[src/rtl/rotleft_pkg.sv]
// Shared constants and helpers for the rotleft rotator: default width,
// rotate-count width and a constant modulo helper.
package rotleft_pkg;

  localparam int unsigned DATA_WIDTH_DEF = 20;
  localparam int unsigned CNT_W          = $clog2(DATA_WIDTH_DEF);

  // Exact unsigned remainder, usable in constant expressions and benches.
  function automatic int unsigned mod_width(input longint unsigned value,
                                            input int unsigned     width);
    return int'(value % longint'(width));
  endfunction

endpackage

[src/rtl/rot_mod_reduce.sv]
// Reduces an unsigned rotate count modulo DATA_WIDTH with a restoring
// remainder, so any width >= 2 is exact, not only powers of two.
module rot_mod_reduce
  import rotleft_pkg::*;
#(
  parameter int unsigned DATA_WIDTH = DATA_WIDTH_DEF,
  parameter int unsigned RED_W      = $clog2(DATA_WIDTH)
) (
  input  logic [DATA_WIDTH-1:0] amount_i,
  output logic [RED_W-1:0]      rem_o
);

  localparam logic [RED_W:0] MODV = (RED_W + 1)'(DATA_WIDTH);

  logic [RED_W:0] rem;

  // rem < DATA_WIDTH holds before each shift, so its top bit is always free.
  always_comb begin
    rem = '0;
    for (int unsigned i = 0; i < DATA_WIDTH; i++) begin
      rem = {rem[RED_W-1:0], amount_i[DATA_WIDTH-1-i]};
      if (rem >= MODV) rem = rem - MODV;
    end
    rem_o = rem[RED_W-1:0];
  end

endmodule

[src/rtl/rotleft.sv]
// Registered left rotator: count reduced mod DATA_WIDTH, log-depth barrel,
// single output register with asynchronous active-low clear.
module rotleft
  import rotleft_pkg::*;
#(
  parameter int unsigned DATA_WIDTH = DATA_WIDTH_DEF
) (
  input  logic                  clk,
  input  logic                  rst_n,
  input  logic [DATA_WIDTH-1:0] data_in,
  input  logic [DATA_WIDTH-1:0] shift_amount,
  output logic [DATA_WIDTH-1:0] data_out
);

  localparam int unsigned RED_W = $clog2(DATA_WIDTH);

  logic [RED_W-1:0]      k;
  logic [DATA_WIDTH-1:0] stage [RED_W+1];
  logic [DATA_WIDTH-1:0] data_d;
  logic [DATA_WIDTH-1:0] data_q;

  rot_mod_reduce #(
    .DATA_WIDTH (DATA_WIDTH),
    .RED_W      (RED_W)
  ) u_reduce (
    .amount_i (shift_amount),
    .rem_o    (k)
  );

  assign stage[0] = data_in;

  // 2**j < DATA_WIDTH for every stage, so each step is a non-trivial rotate.
  for (genvar j = 0; j < RED_W; j++) begin : g_barrel
    localparam int unsigned SH = (2 ** j) % DATA_WIDTH;
    logic [DATA_WIDTH-1:0] rotated;
    assign rotated      = (stage[j] << SH) | (stage[j] >> (DATA_WIDTH - SH));
    assign stage[j + 1] = k[j] ? rotated : stage[j];
  end

  always_comb begin
    data_d = stage[RED_W];
  end

  always_ff @(posedge clk or negedge rst_n) begin
    if (!rst_n) data_q <= '0;
    else        data_q <= data_d;
  end

  assign data_out = data_q;

endmodule

[config.mk]
export PLATFORM = sky130hd
export DESIGN_NAME = rotleft
export DESIGN_NICKNAME = d
export VERILOG_FILES = /design/src/rtl/rotleft_pkg.sv /design/src/rtl/rot_mod_reduce.sv /design/src/rtl/rotleft.sv
export SDC_FILE = /design/constraint.sdc
export NUM_CORES = 1
export LEC_CHECK = 0
export ABC_CLOCK_PERIOD_IN_PS = 800
export BUFFER_PORTS_ARGS = -buffer_cell sky130_fd_sc_hd__clkbuf_2
export CORE_MARGIN = 1
export CORE_UTILIZATION = 54
export CTS_BUF_LIST = sky130_fd_sc_hd__clkbuf_16
export DETAILED_ROUTE_END_ITERATION = 10
export GPL_TIMING_DRIVEN = 0
export PLACE_DENSITY = 0.89
export SYNTH_ARGS = -nofsm -noshare
export SYNTH_HDL_FRONTEND = slang
export SYNTH_SLANG_ARGS = --single-unit
[constraint.sdc]
create_clock -name clk -period 0.8 [get_ports clk]
set_input_delay 0.08 -clock clk [delete_from_list [all_inputs] [get_ports clk]]
set_output_delay 0.08 -clock clk [all_outputs]
set_load 0.02 [all_outputs]
==> impl_metrics.json, run 1 <==
{
  "cts.htree.levels": 1,
  "syn_to_final_growth_pct": 45.8,
  "synth-seq-cells": 20,
  "wire_per_inst_um": 18.9,
  "final_util_pct": 81.5,
  "cts.sinks": 20,
  "violations": "setup timing",
  "synth_top_family_by_area": "compound AO/OA/AOI/OAI gates",
  "path_class": "input port to flop",
  "ant_nets": 0,
  "diodes": 0,
  "critPathLaunchType": "input port",
  "routed_via_density": 6.75,
  "syn-num-nets": 616,
  "use_met1_pct": 34.6,
  "syn_inst": 557,
  "worst_ep_required_time_ps": 930,
  "setup_slack_ps": -12600,
  "cts_buffer_depth": 2,
  "vias": 5345,
  "synth_xor_area_share_pct": 0.605,
  "gp_congestion": 0.935,
  "die_area_um2": 8400,
  "end_kind": "flop",
  "fmax_mhz": 74.6,
  "die_h_um": 91.7,
  "worstPathMaxFanout": 6,
  "grt_pass1_vias": 5062,
  "grt.busiest_layer": "met2",
  "async_flop_share_pct": 100,
  "grt_usage_pct": 31.1,
  "cts_buffers": 3,
  "maxSlewHeadroom_pct": 44.1,
  "status": "finished with violations",
  "yosysUniqueCellTypes": 95,
  "cap_viol_max_count": 0,
  "path_common_cell": "ha_4",
  "drtIter0Drc": 426,
  "synth.avg_cell_area_um2": 7.79,
  "grtUsageMet2_pct": 58.8,
  "clk_pin_slew_ps": 50,
  "num_rows": 32,
  "synth-compound-area-share_pct": 34.1,
  "synth_top_area_share_pct": 15.0,
  "fin_crit_ps": 13400,
  "period_share_pct": 1670,
  "startpoint": "shift_amount[17]",
  "crit_end": "data_out[16]",
  "dr.pass1.iters": 6,
  "cpMaxStageDelayCell": "a2111oi_0",
  "post-route-drc-count": 0,
  "cp_data_arrival_time_ps": 13530,
  "initial_utilization_pct": 55.9,
  "grt_max_degree": 21,
  "grt_overflow": 0,
  "wirelength_mm": 15.0,
  "drv_slew": 0,
  "yosys.area_share.simple_pct": 19.9,
  "core_um2": 7770,
  "rsz0062_at_grt": "true",
  "antenna_found_initial": 0,
  "worst_pin_slew_ps": 818,
  "synthFlopType": "dfrtp_1",
  "cts_tree": "done",
  "hold_violations": 0,
  "dp_hpwl_mm": 9.42,
  "syn_area_um2": 4340,
  "grt_pass1_wl_mm": 22.0,
  "largest_register_ffs": 20,
  "root_buffer": "clkbuf_16",
  "setup_viol": 40,
  "finalNetCount": 751,
  "synth_edf_count": 0,
  "fill_cells": 457,
  "synthAdderAreaFrac_pct": 4.90,
  "synth_area_leaders": "mux2i_1 (15%), dfrtp_1 (12%), mux2_2 (5.7%)",
  "drive_gt1_share_pct": 43.9,
  "die_width_um": 91.7,
  "io_pins": 62,
  "critPathMaxStageDelay_ps": 650,
  "ys_warn_count": 0,
  "hold_class": "input port to asynchronous set/reset pin",
  "grt_use_met3_pct": 4.48,
  "io_buffers": 55,
  "synth.area.mux_share_pct": 22.2,
  "yosysTopAreaCell": "mux2i_1",
  "ys_seq_area_share_pct": 11.5
}
[metal layers]
metal / vias up / share of wire, %
met1: 2550 / 37
met2: 295 / 53
met3: 77 / 6.8
li1: 2423 / -
met4: 0 / 3.6
met5: - / 0
[placed cells by master, fill, tap and decap left out, types with 5 or more instances in the layout]
cell type   n
buf_6      25
buf_4      75
nor3_1      9
o211ai_1    7
o21ai_1     5
ha_2        6
dfrtp_1    20
mux2i_2    12
mux2i_1    45
nand4_1     6
o21ai_0    21
a21oi_1    28
a2111oi_0   7
nor2_1     34
nand2_1    45
inv_2       5
a21oi_2     9
inv_1      31
clkbuf_1   11
mux2_2     18
a221oi_4    5
nand3_1    18
a211oi_1    5
a21o_1      5
clkbuf_2   34
a31oi_1     6
mux2i_4     9
mux2_4      6
ha_4       11
[cells in the mapped netlist, drive strengths merged (3+ instances only)]
master	instances
a311oi	4
mux2i	66
o31ai	5
o221a	3
nor2	36
nor2b	4
o21ai	33
a2111oi	10
a21oi	38
mux2	25
nand3	21
clkbuf	15
inv	40
o211a	3
nand2	51
nand2b	4
buf	12
o21a	4
or3b	4
and2	7
xnor2	3
or3	3
or4	5
a211oi	5
dfrtp	20
a31oi	9
a211o	5
o221ai	3
a221oi	8
ha	17
or2	5
nand4	6
o211ai	8
nor3b	3
o31a	4
o2111ai	3
o32a	4
a21o	5
nor3	14
[worst min-delay path by stage]
stage,start,end,slack [ps],cells past startpoint
floorplan,rst_n,data_out[0],-220,0
global placement,rst_n,data_out[4],40,1
detailed placement,rst_n,data_out[4],50,1
CTS,rst_n,data_out[4],340,2
global route,rst_n,data_out[0],390,2
finish,rst_n,data_out[4],330,2
[per-stage QoR]
| step | std cells | hold WS [ps] | worst slack, ps | instance area [µm²] | setup TNS [ps] |
|---|---|---|---|---|---|
| 6_report | 792 | 330 | -12600 | 6330 | -251420 |
| 3_3_place_gp | 714 | 39.1 | -13470 | 5140 | -268200 |
| 2_1_floorplan | 557 | -216 | -12230 | 4740 | -243230 |
| 5_1_grt | 792 | 393 | -12910 | 6330 | -258010 |
| 3_5_place_dp | 714 | 51.9 | -13840 | 5140 | -275220 |
| 4_1_cts | 777 | 336 | -12100 | 5910 | -241660 |
[logic make-up after synthesis]
| kind of cell | after synthesis |
|---|---|
| buffers and inverters | 67 |
| AOI/OAI and AO/OA | 188 |
| and+or+nand+nor | 171 |
| xor gates and xnor gates | 3 |
| adders and majority gates | 17 |
| DFF | 20 |
| muxes | 91 |
[cell type report]
cell class | count | area (µm²) | area share, %
inverter | 40 | 165 | 2.61
buffer | 22 | 143 | 2.25
timing repair buffer | 135 | 1040 | 16.4
multi-input combinational | 470 | 4280 | 67.6
sequential | 20 | 500 | 7.91
clock buffer | 3 | 75.1 | 1.19
tap | 102 | 128 | 2.02
[critical path, delay by kind of cell]
kind | cells | cell delay (ps)
xor+xnor | 2 | 360
fa+ha+maj | 11 | 2190
compound gates | 25 | 4800
simple gates | 20 | 3110
mux | 4 | 1080
buf+inv | 15 | 1850
[repair_timing]
item / in CTS / in global routing
hold buffers: 1 / 0
cloned: 1 / 1
setup buffers: 62 / 16
hold endpoints to repair: 20 / 0
gates resized for setup: 51 / 98
setup endpoints to repair: 40 / 40
pin swaps: 49 / 43
Power of run 1 is not shown: default switching activity piles up to over one toggle a cycle in this logic, so the estimate is an artifact.
==> inputs of run 2 (changes only) <==
--- a/config.mk
+++ b/config.mk
@@ -5,14 +5,14 @@
 export SDC_FILE = /design/constraint.sdc
 export NUM_CORES = 1
 export LEC_CHECK = 0
-export ABC_CLOCK_PERIOD_IN_PS = 800
+export ABC_CLOCK_PERIOD_IN_PS = 12000
 export BUFFER_PORTS_ARGS = -buffer_cell sky130_fd_sc_hd__clkbuf_2
 export CORE_MARGIN = 1
-export CORE_UTILIZATION = 54
+export CORE_UTILIZATION = 25
 export CTS_BUF_LIST = sky130_fd_sc_hd__clkbuf_16
 export DETAILED_ROUTE_END_ITERATION = 10
 export GPL_TIMING_DRIVEN = 0
-export PLACE_DENSITY = 0.89
+export PLACE_DENSITY = 0.53
 export SYNTH_ARGS = -nofsm -noshare
 export SYNTH_HDL_FRONTEND = slang
 export SYNTH_SLANG_ARGS = --single-unit
==> constraint.sdc (replaced) <==
create_clock -name clk -period 12 [get_ports clk]
set_input_delay 1.2 -clock clk [delete_from_list [all_inputs] [get_ports clk]]
set_output_delay 1.2 -clock clk [all_outputs]
set_load 0.02 [all_outputs]
==> run 2 against run 1 <==
Die area up 110%. Utilization fell by 44 points. First-iteration DRC count shrank 52%. Cell area is 0.30% higher. Sequential share of layout area about the same. The flow still finishes with violations (setup timing). Count of clock-buffer cells in the layout unchanged. Flip-flop and latch count unchanged.
==> impl_metrics.json, run 2 (synthesized netlist as in run 1, its figures left out) <==
{
  "worst_ep_required_time_ps": 12130,
  "critPathLaunchType": "input port",
  "period_share_pct": 117,
  "critPathMaxStageDelay_ps": 530,
  "fill_cells": 1677,
  "cp_data_arrival_time_ps": 14140,
  "setup_viol": 20,
  "cpMaxStageDelayCell": "or4_4",
  "rsz0062_at_grt": "true",
  "setup_slack_ps": -2010,
  "cts_tree": "done",
  "syn_to_final_growth_pct": 46.3,
  "worst_pin_slew_ps": 725,
  "dr.pass1.iters": 5,
  "layout_common_cells": "buf_4 (77), clkbuf_2 (54), nand2_1 (46), mux2i_1 (45), nor2_1 (33)",
  "initial_utilization_pct": 25.9,
  "die_area_um2": 17900,
  "worstPathMaxFanout": 7,
  "grt_overflow": 0,
  "drive_gt1_share_pct": 43.9,
  "path_class": "input port to flop",
  "routed_via_density": 5.44,
  "num_rows": 47,
  "grt_pass1_vias": 4904,
  "gp_congestion": 0.865,
  "die_h_um": 134,
  "fin_crit_ps": 14010,
  "diodes": 0,
  "finalNetCount": 750,
  "fmax_mhz": 71.4,
  "cap_viol_max_count": 0,
  "holdBufCountCts": 0,
  "die_width_um": 134,
  "final_util_pct": 37.9,
  "io_pins": 62,
  "cp_num_buf_inv": 11,
  "dp_hpwl_mm": 10.5,
  "violations": "setup timing",
  "path_common_cell": "ha_4",
  "root_buffer": "clkbuf_16",
  "drv_slew": 0,
  "grt_pass1_wl_mm": 23.1,
  "cts_buffer_depth": 2,
  "post-route-drc-count": 0,
  "wire_per_inst_um": 15.5,
  "grt_max_degree": 21,
  "maxSlewHeadroom_pct": 50.3,
  "status": "finished with violations",
  "drtIter0Drc": 206,
  "final_common_cell": "buf_4",
  "vias": 4948,
  "core_um2": 16800,
  "hold_violations": 0,
  "cts_buffers": 3,
  "antenna_found_initial": 0,
  "regArea_um2": 500,
  "grt_usage_pct": 15.2,
  "wirelength_mm": 14.1,
  "end_kind": "flop",
  "io_buffers": 55,
  "ant_nets": 0,
  "clk_pin_slew_ps": 50,
  "multi_input_area_um2": 4300,
  "crit_family": "compound AO/OA/AOI/OAI gates",
  "cts.htree.levels": 1,
  "cts.sinks": 20,
  "hold_class": "input port to asynchronous set/reset pin",
  "largest_register_ffs": 20
}
run 2: timing repair:
item | CTS | global route
gates cloned | 2 | 0
resized for setup | 56 | 37
buffers inserted | 64 | 13
setup endpoints to repair | 20 | 20
pin swaps | 55 | 45
run 2: metrics by stage:
stage	setup TNS [ps]	cells	area, µm²	setup slack [ps]	hold WS [ps]
finish	-39670	910	6350	-2010	892
CTS	-41160	899	6110	-2100	913
global placement	-71630	832	5290	-3630	1160
global route	-54050	910	6350	-2720	934
floorplan	-41630	557	4740	-2150	904
detailed placement	-77980	832	5290	-3960	1170
run 2: worst max-delay path by stage:
stage | start | to | slack (ps) | depth (start not counted)
4_1_cts | shift_amount[17] | data_out[12] | -2100 | 82
2_1_floorplan | shift_amount[19] | data_out[12] | -2150 | 85
6_report | shift_amount[17] | data_out[12] | -2010 | 77
3_5_place_dp | shift_amount[17] | data_out[12] | -3960 | 86
5_1_grt | shift_amount[17] | data_out[12] | -2720 | 77
3_3_place_gp | shift_amount[17] | data_out[16] | -3630 | 86
run 2: final cells by class:
cell class	instances	share of cell area (%)
Timing Repair Buffer	134	14.2
Multi-Input combinational cell	470	67.7
Sequential cell	20	7.88
Tap cell	220	4.33
Inverter	40	2.58
Clock inverter	1	0.0591
Clock buffer	3	1.18
Buffer	22	2.11
run 2: routing by layer:
metal | vias up | track usage, % | part of all wire, %
met1 | 2397 | 19.9 | 46
met2 | 116 | 26.5 | 49
met3 | 19 | 1.63 | 4.0
met5 | - | 0 | 0
li1 | 2416 | - | -
met4 | 0 | 3.98 | 1.4
Power of run 2 is left out for the same reason.
==> inputs of run 3 (changes only) <==
--- a/config.mk
+++ b/config.mk
@@ -8,11 +8,12 @@
 export ABC_CLOCK_PERIOD_IN_PS = 12000
 export BUFFER_PORTS_ARGS = -buffer_cell sky130_fd_sc_hd__clkbuf_2
 export CORE_MARGIN = 1
-export CORE_UTILIZATION = 25
+export CORE_UTILIZATION = 54
 export CTS_BUF_LIST = sky130_fd_sc_hd__clkbuf_16
 export DETAILED_ROUTE_END_ITERATION = 10
 export GPL_TIMING_DRIVEN = 0
-export PLACE_DENSITY = 0.53
+export PLACE_DENSITY = 0.89
+export RECOVER_POWER = 50
 export SYNTH_ARGS = -nofsm -noshare
 export SYNTH_HDL_FRONTEND = slang
 export SYNTH_SLANG_ARGS = --single-unit
==> constraint.sdc (replaced) <==
create_clock -name clk -period 12 [get_ports clk]
set_input_delay 1.2 -clock clk [delete_from_list [all_inputs] [get_ports clk]]
set_output_delay 1.2 -clock clk [all_outputs]
set_load 0.01 [all_outputs]
==> run 3 against run 2 <==
Highest routed layer unchanged. Count of clock-buffer cells in the layout is the same. Die area is 53% lower. Hold slack better by 210 ps. Cell area decreased by 2.3%. The flow still finishes with violations (setup timing). Routed wire length grew 2.7%.
==> impl_metrics.json, run 3 (synthesized netlist as in run 1, its figures left out) <==
{
  "fin_crit_ps": 14510,
  "place_area_um2": 5140,
  "root_buffer": "clkbuf_16",
  "period_share_pct": 121,
  "post-route-drc-count": 0,
  "layout_common_cells": "buf_4 (77), clkbuf_2 (53), nand2_1 (45), mux2i_1 (45), nor2_1 (34)",
  "die_area_um2": 8400,
  "diodes": 0,
  "grt_pass1_wl_mm": 21.8,
  "core_um2": 7770,
  "cts_buffers": 3,
  "drv_slew": 0,
  "initial_utilization_pct": 55.9,
  "grt_max_degree": 21,
  "die_width_um": 91.7,
  "finalNetCount": 751,
  "io_pins": 62,
  "violations": "setup timing",
  "whs_ps": 1100,
  "cts_buffer_depth": 2,
  "end_kind": "flop",
  "setup_viol": 20,
  "gp_congestion": 0.935,
  "final_common_cell": "buf_4",
  "die_h_um": 91.7,
  "dp_hpwl_mm": 9.42,
  "startpoint": "shift_amount[17]",
  "rsz0062_at_grt": "true",
  "cpMaxStageDelayCell": "a2111oi_0",
  "largest_register_ffs": 20,
  "worst_ep_required_time_ps": 12130,
  "dr.pass1.iters": 6,
  "hold_violations": 0,
  "cts.htree.levels": 1,
  "path_common_cell": "ha_4",
  "worst_pin_slew_ps": 1000,
  "hold_class": "input port to asynchronous set/reset pin",
  "wirelength_mm": 14.5,
  "cts.sinks": 20,
  "cts_tree": "done",
  "cp_data_arrival_time_ps": 14640,
  "grt_pass1_vias": 5027,
  "vias": 5289,
  "final_util_pct": 79.9,
  "holdBufCountCts": 0,
  "dp_slack_ps": -3760,
  "worstPathMaxFanout": 9,
  "fill_cells": 484,
  "syn_to_final_growth_pct": 42.9,
  "num_rows": 32,
  "wire_per_inst_um": 18.3,
  "antenna_found_initial": 0,
  "io_buffers": 55,
  "drtIter0Drc": 406,
  "setup_slack_ps": -2510,
  "routed_via_density": 6.68,
  "ant_nets": 0,
  "critPathMaxStageDelay_ps": 610,
  "cap_viol_max_count": 0,
  "critPathLaunchType": "input port",
  "path_class": "input port to flop",
  "maxSlewHeadroom_pct": 33.1,
  "finalInstanceArea_um2": 6200,
  "grt_usage_pct": 30.8,
  "clk_pin_slew_ps": 50,
  "grt_overflow": 0,
  "fmax_mhz": 68.9,
  "status": "finished with violations",
  "drive_gt1_share_pct": 43.9
}
run 3: cell types whose count changed in the layout (fill, tap and decap cells not counted), sizes merged:
cell,change
clkinvlp,+1
buf,+1
inv,-1
clkinv,-1
run 3: worst paths after layout:
kind | end | slack (ps) | cells past startpoint
max in group asynchronous | data_out[18] | 10290 | 1
min in group clk | data_out[7] | 1780 | 5
worst min-delay path | data_out[4] | 1100 | 1
worst max-delay path | data_out[13] | -2510 | 75
run 3: cell type report:
type                    count  area (µm²)  area share [%]
multi-input cells         470        4280            69.0
plain buffers              22         143            2.30
flip-flops and latches     20         500            8.07
inverters                  40         165            2.66
well taps                 102         128            2.06
clock buffers               3        75.1            1.21
repair buffers            135         913            14.7
run 3: worst max-delay path, delay by kind of cell:
kind                     cells  cell delay, ps
adder cells (fa/ha/maj)     11            2150
XOR/XNOR                     1             230
multiplexers                 4            1060
AO/OA/AOI/OAI               26            5150
buffers and inverters       16            1940
AND/OR/NAND/NOR             17            2860
run 3: routing by layer:
metal  wire (µm)  track usage (%)  vias up  part of all wire (%)
li1            -                -     2423                     -
met2        7570             58.4      260                    52
met4         463             11.5        0                   3.2
met5           0                0        -                     0
met1        5570             34.4     2547                    38
met3         916             4.39       59                   6.3
run 3: what timing repair did:
action | in CTS | in global routing
pin swaps | 49 | 43
hold endpoints to repair | 0 | 0
resized for setup | 47 | 43
cloned | 1 | 0
setup buffers | 62 | 18
setup endpoints to repair | 20 | 20
run 3: per-stage QoR:
| stage | setup TNS, ps | cells |
|---|---|---|
| after floorplan | -41630 | 557 |
| after global placement | -66600 | 714 |
| after detailed placement | -73620 | 714 |
| after CTS | -39060 | 776 |
| after global routing | -58670 | 792 |
| final | -49060 | 792 |
Power of run 3 is left out for the same reason.
